## src/rtl/psg_arb_pkg.sv

```systemverilog
// Shared types and helpers for the PSG bus arbitration tree.
package psg_arb_pkg;

    typedef enum logic {
        ARB_FIXED = 1'b0,
        ARB_RR    = 1'b1
    } arb_mode_e;

    localparam int unsigned HOLD_W  = 4;
    localparam int unsigned MAX_NCH = 32;
    localparam logic [HOLD_W-1:0] HOLD_SAT = '1;

    // One-hot vector with bit idx set; all-zero when idx is outside 0..n-1.
    function automatic logic [MAX_NCH-1:0] onehot(input int unsigned idx, input int unsigned n);
        if (idx < n) begin
            return MAX_NCH'(1) << idx;
        end
        return '0;
    endfunction

endpackage

```

## src/rtl/psg_prio_pick.sv

```systemverilog
// Rotating priority encoder: first set bit of req searching upward from start, wrapping at NCH.
module psg_prio_pick
    import psg_arb_pkg::*;
#(
    parameter int unsigned NCH  = 8,
    parameter int unsigned SELW = $clog2(NCH)
) (
    input  logic [NCH-1:0]  req,
    input  logic [SELW-1:0] start,
    output logic [SELW-1:0] idx,
    output logic            found
);

    logic [SELW:0] cand;

    // Candidate index is formed one bit wider so start+k never overflows before the wrap.
    always_comb begin
        idx   = '0;
        found = 1'b0;
        cand  = '0;
        for (int unsigned k = 0; k < NCH; k++) begin
            cand = {1'b0, start} + (SELW+1)'(k);
            if (cand >= (SELW+1)'(NCH)) begin
                cand = cand - (SELW+1)'(NCH);
            end
            if (!found && req[cand[SELW-1:0]]) begin
                idx   = cand[SELW-1:0];
                found = 1'b1;
            end
        end
    end

endmodule

```

## src/rtl/psg_bus_arb_rr.sv

```systemverilog
// NCH-way bus arbiter with fixed-priority or round-robin selection and a bounded owner hold.
module psg_bus_arb_rr
    import psg_arb_pkg::*;
#(
    parameter int unsigned NCH      = 8,
    parameter int unsigned SELW     = $clog2(NCH),
    parameter int unsigned MAX_HOLD = 4
) (
    input  logic              clk,
    input  logic              rst,
    input  logic              ce,
    input  logic              ack,
    input  logic              mode,
    input  logic [NCH-1:0]    req,
    output logic [NCH-1:0]    sel,
    output logic [SELW-1:0]   seln,
    output logic              gnt_vld,
    output logic [HOLD_W-1:0] hold_cnt
);

    logic [SELW-1:0] lp;
    logic [SELW:0]   lp_inc;
    logic [SELW-1:0] start;
    logic [SELW-1:0] pick_idx;
    logic            pick_found;
    logic            keep;
    logic            slot;
    logic [SELW-1:0] win;
    arb_mode_e       mode_e;

    assign mode_e = arb_mode_e'(mode);

    // Search start: index 0 in fixed mode, one past the last owner (mod NCH) in round robin.
    always_comb begin
        lp_inc = {1'b0, lp} + (SELW+1)'(1);
        if (lp_inc >= (SELW+1)'(NCH)) begin
            lp_inc = '0;
        end
        start = (mode_e == ARB_RR) ? lp_inc[SELW-1:0] : '0;
    end

    psg_prio_pick #(
        .NCH  (NCH),
        .SELW (SELW)
    ) u_pick (
        .req   (req),
        .start (start),
        .idx   (pick_idx),
        .found (pick_found)
    );

    // A sole requester is re-granted by the rotating search itself, since lp tracks the owner.
    always_comb begin
        keep = (mode_e == ARB_RR) && gnt_vld && req[seln] && (hold_cnt < HOLD_W'(MAX_HOLD));
        win  = keep ? seln : pick_idx;
        slot = ce && ack && pick_found;
    end

    always_ff @(posedge clk) begin
        if (rst) begin
            sel      <= '0;
            seln     <= '0;
            gnt_vld  <= 1'b0;
            hold_cnt <= '0;
            lp       <= SELW'(NCH - 1);
        end else if (slot) begin
            sel     <= NCH'(onehot(32'(win), NCH));
            seln    <= win;
            gnt_vld <= 1'b1;
            lp      <= win;
            if (gnt_vld && (win == seln)) begin
                hold_cnt <= (hold_cnt == HOLD_SAT) ? hold_cnt : hold_cnt + HOLD_W'(1);
            end else begin
                hold_cnt <= HOLD_W'(1);
            end
        end
    end

endmodule
```

## config.mk

```make
export PLATFORM = sky130hd
export DESIGN_NAME = psg_bus_arb_rr
export DESIGN_NICKNAME = d
export VERILOG_FILES = /design/src/rtl/psg_arb_pkg.sv /design/src/rtl/psg_prio_pick.sv /design/src/rtl/psg_bus_arb_rr.sv
export SDC_FILE = /design/constraint.sdc
export NUM_CORES = 1
export LEC_CHECK = 0
export BUFFER_PORTS_ARGS = -buffer_cell sky130_fd_sc_hd__buf_2
export CAP_MARGIN = 20
export CORE_UTILIZATION = 58
export CTS_CLUSTER_SIZE = 40
export DETAILED_ROUTE_END_ITERATION = 16
export GPL_TIMING_DRIVEN = 1
export MAX_ROUTING_LAYER = met4
export PLACE_DENSITY = 0.84
export SLEW_MARGIN = 20
export SYNTH_ARGS = -nofsm -noshare
export SYNTH_HDL_FRONTEND = slang
export SYNTH_SLANG_ARGS = --single-unit
```

## constraint.sdc

```tcl
create_clock -name clk -period 4.9 [get_ports clk]
set_input_delay 0.49 -clock clk [delete_from_list [all_inputs] [get_ports clk]]
set_output_delay 0.49 -clock clk [all_outputs]
set_load 0.005 [all_outputs]
```

==> results of run 1 <==
metrics by stage:
| step | power (mW) | hold slack, ps | utilization, % |
|---|---|---|---|
| after detailed placement | 0.486 | 446 | 66.8 |
| after floorplan | 0.421 | 453 | - |
| after global placement | 0.483 | 441 | 66.8 |
| after CTS | 0.564 | 460 | 67.7 |
| after global routing | 0.609 | 485 | 67.7 |
| final | 0.570 | 456 | 67.7 |
flip-flops by register name (all words and copies together) (netlist names):
| signal | count |
|---|---|
| sel | 8 |
| seln | 3 |
| hold_cnt | 4 |
| lp | 3 |
| gnt_vld | 1 |
layer usage:
layer  share of wire, %  up-vias  global-route usage, %  wire length (um)
li1                   -      934                      -                 -
met1                 49      908                   44.9              2350
met2                 44       71                   41.6              2120
met3                6.3        8                   4.33               306
met4               0.95        0                   4.98                46
met5                  0        -                      -                 0
synth_stat cells, types with 4 or more instances:
master	n
mux2i_1	15
o31ai_1	4
mux4_2	6
o21ai_0	7
ha_1	5
nand2_1	27
nand2b_1	9
nor3_1	6
dfxtp_1	19
nor2_1	27
inv_1	6
nand3b_1	9
and2_1	4
a21oi_1	17
cells in the final DEF (no fill, tap or decap), types with 4 or more instances in the layout:
| master | synthesis | final |
|---|---|---|
| buf_2 | 3 | 28 |
| nand2_1 | 27 | 27 |
| nor2_1 | 27 | 27 |
| dfxtp_1 | 19 | 19 |
| a21oi_1 | 17 | 17 |
| mux2i_1 | 15 | 15 |
| nand2b_1 | 9 | 9 |
| nand3b_1 | 9 | 9 |
| o21ai_0 | 7 | 7 |
| inv_1 | 6 | 6 |
| mux4_2 | 6 | 6 |
| nor3_1 | 6 | 6 |
| ha_1 | 5 | 5 |
| o31ai_1 | 4 | 4 |
| and2_1 | 4 | 4 |
final cells by class:
class	instances	share of cell area, %
clock inverter	1	0.236
multi-input combinational	199	69.6
tap	44	2.60
clock buffer	3	1.06
sequential	19	18.0
inverter	7	1.24
timing repair buffer	30	7.33
final timing paths:
path	end	cells past startpoint	slack (ps)
max	sel[5]$_SDFFE_PP0P_	14	560
min	sel[0]$_SDFFE_PP0P_	2	460
max reg2reg	sel[5]$_SDFFE_PP0P_	14	560
min reg2reg	sel[0]$_SDFFE_PP0P_	2	460
where the power goes:
part | leakage, nW | switching (mW) | total, mW | internal (mW)
registers | 0.155 | 0.0116 | 0.176 | 0.165
logic | 0.694 | 0.186 | 0.315 | 0.129
clock network | 0.0177 | 0.0483 | 0.0787 | 0.0304
total | 0.867 | 0.246 | 0.570 | 0.324
cells by family (layout without fill, tap and decap cells):
logic type	after synthesis	count (layout)	share of synthesized area [%]
buf+inv	17	41	4.88
simple gates	94	94	24.4
flops	19	19	19.5
fa+ha+maj	5	5	3.21
mux	29	29	21.2
compound gates	71	71	26.8
critical path: cells and delay by family (launching register included):
family | cells | cell delay [ps]
flip-flops | 1 | 470
multiplexers | 1 | 370
adder cells (fa/ha/maj) | 2 | 650
AO/OA/AOI/OAI | 5 | 1770
buffers and inverters | 1 | 100
AND/OR/NAND/NOR | 5 | 850
==> reports/results.tsv, run 1 <==
stage	metric	value	unit
worst_setup_path	arrival	4520	ps
sta	tns	0	ps
drt	totalWireLength	4.82	mm
synthesis	synth_largest_area_cell	dfxtp_1	
sta	fin_crit	4340	ps
clocking	htree_levels	1	
grt	overflow	0	
finish	final_area	0.00212	mm2
clocking	postCtsSetupBuffers	0	
finish	register_area	380	um2
floorplan	start_util	62.3	%
clocking	cts_buffers	3	
sta	worst_slack	562	ps
finish	antenna_cells	0	
worst_setup_path	slowest_stage	a21oi_1	
power	p_leak	0.867	nW
worst_setup_path	crit_type	reg -> reg	
drt	wl_per_cell	15.9	um
clocking	tritoncts	yes	
sta	maxSlewViolCount	0	
sta	hold_viol	0	
synthesis	synth-edff-count	0	
finish	multi_input_area	0.00147	mm2
synthesis	synth-seq-cells	19	
grt	grt_pass1_vias	1644	
finish	nets	278	
sta	setup_violations	0	
clocking	clock-sinks	19	
drt	vias	1921	
synthesis	seq_area_frac_synth	19.5	%
run_status	status	complete, no violations	
floorplan	die_w	60.0	um
synthesis	synth_area_per_cell	8.29	um2
clocking	clock_path_buffers	2	
hold_path	worstHoldStart	sel[0]$_SDFFE_PP0P_	
grt	grt_max_degree	20	
worst_setup_path	crit_required	5080	ps
sta	rsz0062_at_grt	no	
clocking	holdBufCountCts	0	
worst_setup_path	cp_cell_sequence	ha_1 > nand2_1 > inv_1 > ha_1 > nand2b_1 > o21ai_2 > mux2_4 > a211o_4 > or2_1 > o31a_1 > a21oi_1 > nor2_1 > a22oi_1 > nor2_1	
floorplan	die_area	0.00359	mm2
grt	antenna_found_initial	0	
floorplan	ios	29	
placed_design	io_buffers	28	
synthesis	synthDistinctLibCells	57	
finish	area_growth	8.67	%
worst_setup_path	startpoint	lp[0]$_SDFFE_PP1P_	
sta	clock.fmax	231	MHz
sta	finalCritPeriodShare	88.5	%
clocking	insertion_delay	300	ps
drt	postRouteAntennaNets	0	
sta	relSlewSlack	50.7	%
worst_setup_path	cp_slowest_stage_delay	510	ps
floorplan	core	0.00313	mm2
job	max_cap_viol_count	0	
synthesis	ys_top_cells_by_area	dfxtp_1 (20%), mux2i_1 (7.7%), mux4_2 (6.9%)	
placed_design	place_area	0.00209	mm2
hold_path	worstHoldPathType	reg -> reg	
synthesis	syn_inst	235	
power	power-per-cell-area	269	mW/mm2
clocking	cts_resized	0	
placed_design	dp_cells	299	
synthesis	yosysWarnings	0	
worst_setup_path	timing.rr.start	lp[0]$_SDFFE_PP1P_	
sta	worstMarginPinSlew	721	ps
drt	drt-initial-drc-count	180	
clocking	path_clk_slew	110	ps
synthesis	synth_top_area_share	19.5	%
grt	grt_pass1_wl	7.82	mm
floorplan	die_h	60.0	um
finish	final_cells	303	
synthesis	async_reset_ff_share	0	%
worst_setup_path	crit_path_end_kind	flop	
power	peakVddDrop	164	uV
drt	avgViaCountPerCell	6.34	
worst_setup_path	critPathLaunchType	flop	
placed_design	post-place-ws	607	ps
floorplan	rows	20	
drt	route.detailed.drc	0	
synthesis	syn-cell-area	0.00195	mm2
grt	grt_use_total	29.6	%
placed_design	dp_hpwl	3.60	mm
synthesis	synthesis.nets	253	
drt	dr.pass1.iters	5	
worst_setup_path	cp_max_fo	14	
sta	skew	8.38	ps
clocking	clockRootBuffer	clkbuf_4	
synthesis	synthFlopType	dfxtp_1	
placed_design	place_congestion	0.937	
finish	drive_gt1_share	22.4	%
finish	nFillCells	250	
(Power assumes the default switching activity.)
==> run 2: changes to the inputs <==
--- a/config.mk
+++ b/config.mk
@@ -7,13 +7,14 @@
 export LEC_CHECK = 0
 export BUFFER_PORTS_ARGS = -buffer_cell sky130_fd_sc_hd__buf_2
 export CAP_MARGIN = 20
-export CORE_UTILIZATION = 58
+export CELL_PAD_IN_SITES_DETAIL_PLACEMENT = 0
+export CELL_PAD_IN_SITES_GLOBAL_PLACEMENT = 1
+export CORE_UTILIZATION = 43
 export CTS_CLUSTER_SIZE = 40
 export DETAILED_ROUTE_END_ITERATION = 16
 export GPL_TIMING_DRIVEN = 1
 export MAX_ROUTING_LAYER = met4
-export PLACE_DENSITY = 0.84
-export SLEW_MARGIN = 20
+export PLACE_DENSITY = 0.83
 export SYNTH_ARGS = -nofsm -noshare
 export SYNTH_HDL_FRONTEND = slang
 export SYNTH_SLANG_ARGS = --single-unit
==> run 2 against run 1 <==
Cell count grew 3.0%. Sequential power is essentially flat. Clock-buffer cell count is the same. Register-to-register slack lost 20 ps. Wire length grew 6.0%. Core utilization shrank 18 points. Largest power group unchanged. Highest routed layer unchanged. Clock skew grew 3.5 ps. Total power grew 5.5%. Non-clock buffer count grew 1. Largest cell class unchanged. Global-route usage shrank 7.8 points. Sequential share of layout area shrank 0.30 points.
==> reports/results.tsv, run 2 (synthesis results as in run 1) <==
stage	metric	value	unit	change
run_status	status	complete, no violations		
clocking	insertion_delay	260	ps	-40 ps
floorplan	start_util	44.7	%	-18 points
grt	antenna_found_initial	0		unchanged
clocking	htree_levels	1		unchanged
worst_setup_path	path_common_cell	ha_1		
power	p_leak	0.880	nW	+1.5%
drt	totalWireLength	5.11	mm	+6.0%
clocking	cts_buffers	3		unchanged
floorplan	ios	29		unchanged
power	peakVddDrop	141	uV	-14%
finish	reg.largest.list	sel: 8 flops, hold_cnt: 4 flops		
sta	worstMarginPinSlew	700	ps	-21.5 ps
drt	route.detailed.drc	0		unchanged
sta	clock.fmax	229	MHz	-0.50%
clocking	path_clk_slew	80	ps	-30 ps
drt	postRouteAntennaNets	0		unchanged
floorplan	die_area	0.00480	mm2	+34%
power	power-per-cell-area	279	mW/mm2	+3.7%
clocking	postCtsSetupBuffers	0		unchanged
placed_design	post-place-ws	582	ps	-25.2 ps
worst_setup_path	path_delay_family	compound AO/OA/AOI/OAI gates		
finish	largest_register_ffs	8		unchanged
grt	grt_use_total	21.7	%	-7.8 points
worst_setup_path	crit_path_end_kind	flop		
clocking	cts_resized	0		unchanged
sta	rsz0062_at_grt	no		
sta	tns	0	ps	unchanged
sta	skew	11.8	ps	+3.46 ps
worst_setup_path	slowest_stage	mux4_2		
clocking	clock_path_buffers	2		unchanged
floorplan	die_h	69.3	um	+16%
placed_design	io_buffers	28		unchanged
clocking	clock-sinks	19		unchanged
worst_setup_path	crit_type	reg -> reg		
grt	overflow	0		unchanged
finish	final_common_cell	buf_2		
drt	dr.pass1.iters	4		-1
placed_design	place_congestion	0.966		+3.0%
drt	drt-initial-drc-count	192		+6.7%
drt	vias	1899		-1.1%
sta	relSlewSlack	52.0	%	+1.3 points
sta	fin_crit	4360	ps	+21.8 ps
worst_setup_path	worst-path-buf-inv	0		-1
sta	setup_violations	0		unchanged
worst_setup_path	crit_required	5060	ps	-20 ps
job	max_cap_viol_count	0		unchanged
grt	grt_pass1_vias	1731		+5.3%
finish	nFillCells	420		+68%
placed_design	dp_hpwl	3.95	mm	+9.7%
hold_path	worstHoldPathType	reg -> reg		
clocking	holdBufCountCts	0		unchanged
sta	finalCritPeriodShare	89.0	%	+0.45 points
finish	area_growth	10.5	%	
floorplan	core	0.00435	mm2	+39%
floorplan	rows	24		+20%
finish	drive_gt1_share	22.7	%	+0.30 points
finish	antenna_cells	0		unchanged
worst_setup_path	cp_slowest_stage_delay	610	ps	+100 ps
sta	hold_viol	0		unchanged
worst_setup_path	critPathLaunchType	flop		
worst_setup_path	arrival	4520	ps	about the same
floorplan	die_w	69.3	um	+16%
clocking	tritoncts	yes		
sta	maxSlewViolCount	0		unchanged
finish	nets	279		+0.36%
power	power	0.602	mW	+5.5%
worst_setup_path	cp_cell_sequence	ha_1 > nand2_1 > ha_1 > nand2b_1 > o21ai_1 > mux4_2 > a211oi_1 > o211ai_1 > a31oi_1 > mux2i_1 > nor4_4 > a41oi_1 > o21a_1		
finish	regMostFlops	sel		
worst_setup_path	cp_max_fo	14		unchanged
sta	worst_slack	540	ps	-21.8 ps
grt	grt_pass1_wl	8.42	mm	+7.7%
sta	whs	453	ps	-2.25 ps
finish	layout_common_cells	buf_2 (28), nand2_1 (27), nor2_1 (27)		
grt	grt_max_degree	20		unchanged
drt	wl_per_cell	16.4	um	+2.9%
clocking	clockRootBuffer	clkbuf_8		
drt	avgViaCountPerCell	6.09		-4.0%
run 2: stage by stage:
step	cells	utilization (%)	area, um2
2_1_floorplan	235	-	1950
3_3_place_gp	308	48.4	2110
3_5_place_dp	308	48.4	2110
4_1_cts	312	49.5	2150
5_1_grt	312	49.5	2150
6_report	312	49.5	2150
run 2: metal layers:
layer	routed length, um	up-vias	part of all wire, %	GRT usage [%]
met1	2510	900	49	30.0
met3	229	4	4.5	1.74
met4	37	0	0.72	4.31
met2	2330	53	46	35.1
li1	-	942	-	-
met5	0	-	0	-
run 2: path summary, 6_finish.rpt:
path	from	cells past startpoint	slack (ps)	end
worst max-delay path	lp[0]$_SDFFE_PP1P_	13	540	hold_cnt[0]$_SDFFE_PP0P_
worst min-delay path	sel[3]$_SDFFE_PP0P_	2	450	sel[3]$_SDFFE_PP0P_
worst max register to register	lp[0]$_SDFFE_PP1P_	13	540	hold_cnt[0]$_SDFFE_PP0P_
worst min register to register	sel[3]$_SDFFE_PP0P_	2	450	sel[3]$_SDFFE_PP0P_
run 2: tightest hold or removal path, cell delays in order, from the launching register on:
cell and delay (ps):
dfxtp_1 310, nand2_1 50, a21oi_1 50
run 2: layout make-up:
type / instances / area, um2 / share of cell area [%]
clock buffer: 3 / 41.3 / 1.92
tap: 52 / 65.1 / 3.02
sequential: 19 / 380 / 17.7
inverter: 7 / 26.3 / 1.22
timing repair buffer: 31 / 163 / 7.55
clock inverter: 1 / 5.00 / 0.232
multi-input combinational: 199 / 1470 / 68.4
run 2: report_power, final:
part	switching [mW]	internal (mW)	total, mW
logic	0.188	0.130	0.318
registers	0.0119	0.165	0.177
clock network	0.0507	0.0564	0.107
total	0.250	0.351	0.602
==> run 3: changes to the inputs <==
--- a/config.mk
+++ b/config.mk
@@ -9,12 +9,12 @@
 export CAP_MARGIN = 20
 export CELL_PAD_IN_SITES_DETAIL_PLACEMENT = 0
 export CELL_PAD_IN_SITES_GLOBAL_PLACEMENT = 1
-export CORE_UTILIZATION = 43
+export CORE_UTILIZATION = 30
 export CTS_CLUSTER_SIZE = 40
 export DETAILED_ROUTE_END_ITERATION = 16
 export GPL_TIMING_DRIVEN = 1
 export MAX_ROUTING_LAYER = met4
-export PLACE_DENSITY = 0.83
+export PLACE_DENSITY = 0.63
 export SYNTH_ARGS = -nofsm -noshare
 export SYNTH_HDL_FRONTEND = slang
 export SYNTH_SLANG_ARGS = --single-unit
==> run 3 against run 2 <==
Worst hold slack worse by 0.98 ps. Wire length is 1.8% higher. Final area is 1.8% higher. Fmax is 0.68% lower. Clock skew is 7.8 ps lower. Combinational power hardly changed. Core utilization is 13 points lower.
==> reports/results.tsv, run 3 (synthesis results as in run 1) <==
stage	metric	value	unit	change
sta	relSlewSlack	60.2	%	+8.1 points
clocking	path_clk_slew	80	ps	about the same
grt	antenna_found_initial	0		unchanged
finish	utilization	36.0	%	-13 points
hold_path	worstHoldPathType	reg -> reg		
worst_setup_path	critPathLaunchType	flop		
grt	grt_pass1_vias	1651		-4.6%
sta	whs	452	ps	-0.981 ps
power	p_leak	0.881	nW	+0.17%
drt	vias	1863		-1.9%
clocking	insertion_delay	260	ps	about the same
finish	multi_input_area	0.00147	mm2	unchanged
power	power-per-cell-area	278	mW/mm2	-0.36%
power	combPwrFrac	52.1	%	-0.8 points
power	p_sw	0.256	mW	+2.4%
finish	final_area	0.00219	mm2	+1.8%
sta	finalCritPeriodShare	89.6	%	+0.61 points
power	peakVddDrop	182	uV	+29%
floorplan	die_area	0.00682	mm2	+42%
worst_setup_path	arrival	4550	ps	+30 ps
finish	nets	280		+0.36%
finish	drive_gt1_share	23.0	%	+0.30 points
clocking	clockRootBuffer	clkbuf_8		
worst_setup_path	cp_max_fo	14		unchanged
worst_setup_path	crit_path_end_kind	flop		
clocking	postCtsSetupBuffers	0		unchanged
finish	final_common_cell	buf_2		
placed_design	dp_cells	332		+7.8%
sta	worstMarginPinSlew	581	ps	-119 ps
finish	nFillCells	654		+56%
placed_design	place_congestion	0.865		-10%
worst_setup_path	r2r_slack	510	ps	-30 ps
floorplan	rows	28		+17%
drt	dr.pass1.iters	5		+1
power	pwr-share-seq	29.0	%	-0.3 points
sta	tns	0	ps	unchanged
sta	rsz0062_at_grt	no		
floorplan	ios	29		unchanged
clocking	cts_buffers	3		unchanged
finish	largest_register_ffs	8		unchanged
floorplan	start_util	32.0	%	-13 points
clocking	htree_levels	1		unchanged
run_status	status	complete, no violations		
clocking	clock-sinks	19		unchanged
floorplan	die_w	82.6	um	+19%
drt	wl_per_cell	15.5	um	-5.5%
placed_design	place_area	0.00214	mm2	+1.7%
placed_design	dp_hpwl	4.03	mm	+2.1%
sta	clock.fmax	228	MHz	-0.68%
grt	grt_max_degree	20		unchanged
finish	regMostFlops	sel		
finish	antenna_cells	0		unchanged
worst_setup_path	crit_required	5060	ps	about the same
finish	final_cells	336		+7.7%
finish	reg.largest.list	sel: 8 flops, hold_cnt: 4 flops		
sta	setup_violations	0		unchanged
job	max_cap_viol_count	0		unchanged
finish	register_area	380	um2	unchanged
sta	maxSlewViolCount	0		unchanged
grt	grt_use_total	16.5	%	-5.3 points
clocking	tritoncts	yes		
clocking	clock_path_buffers	2		unchanged
sta	fin_crit	4390	ps	+29.7 ps
sta	hold_viol	0		unchanged
clocking	holdBufCountCts	0		unchanged
floorplan	die_h	82.6	um	+19%
sta	skew	4.03	ps	-7.82 ps
grt	grt_pass1_wl	8.41	mm	about the same
finish	layout_common_cells	buf_2 (28), nand2_1 (27), nor2_1 (27)		
drt	postRouteAntennaNets	0		unchanged
worst_setup_path	crit_type	reg -> reg		
power	power.internal	0.354	mW	+0.77%
grt	overflow	0		unchanged
placed_design	io_buffers	28		unchanged
drt	drt-initial-drc-count	167		-13%
power	clkPwrFrac	18.9	%	+1.1 points
finish	area_growth	12.5	%	
drt	totalWireLength	5.20	mm	+1.8%
clocking	cts_resized	0		unchanged
drt	route.detailed.drc	0		unchanged
floorplan	core	0.00610	mm2	+40%
power	swShare	42.0	%	+0.38 points
drt	avgViaCountPerCell	5.54		-8.9%
-- run 3: final timing paths --
| kind | startpoint | endpoint | depth (start not counted) |
|---|---|---|---|
| worst max-delay path | lp[0]$_SDFFE_PP1P_ | hold_cnt[0]$_SDFFE_PP0P_ | 13 |
| worst min-delay path | sel[7]$_SDFFE_PP0P_ | sel[7]$_SDFFE_PP0P_ | 2 |
| worst max register to register | lp[0]$_SDFFE_PP1P_ | hold_cnt[0]$_SDFFE_PP0P_ | 13 |
| worst min register to register | sel[7]$_SDFFE_PP0P_ | sel[7]$_SDFFE_PP0P_ | 2 |
-- run 3: worst max-delay path: stages (launching register included) --
cell and delay (ps):
dfxtp_1 390, ha_1 580, nand2_1 240, ha_1 260, nand2b_1 140, o21ai_1 330
mux4_2 610, a211oi_1 230, o211ai_1 130, a31oi_1 410, mux2i_1 190, nor4_4 420
a41oi_1 160, o21a_1 190
-- run 3: area by class of cell --
class	instances	area share, %
Clock buffer	3	1.88
Clock inverter	1	0.342
Inverter	7	1.20
Multi-Input combinational cell	199	67.2
Sequential cell	19	17.4
Tap cell	75	4.28
Timing Repair Buffer	32	7.76
-- run 3: power by group through the flow --
stage | sequential (mW) | clock (mW) | combinational [mW]
2_1_floorplan | 0.178 | 0 | 0.243
3_3_place_gp | 0.181 | 0 | 0.322
3_5_place_dp | 0.181 | 0 | 0.315
4_1_cts | 0.177 | 0.119 | 0.316
5_1_grt | 0.179 | 0.123 | 0.348
6_report | 0.177 | 0.115 | 0.318
-- run 3: stage by stage --
| stage | setup WS (ps) | power [mW] |
|---|---|---|
| 4_1_cts | 483 | 0.613 |
| 3_3_place_gp | 545 | 0.503 |
| 6_report | 511 | 0.610 |
| 5_1_grt | 175 | 0.650 |
| 2_1_floorplan | 1140 | 0.421 |
| 3_5_place_dp | 513 | 0.496 |
-- run 3: routing by layer --
layer / vias up / GRT usage, % / share of wire [%]
li1: 935 / - / -
met1: 892 / 23.3 / 51
met2: 34 / 25.4 / 46
met3: 2 / 2.75 / 3.2
met4: 0 / 1.72 / 0.27
met5: - / - / 0
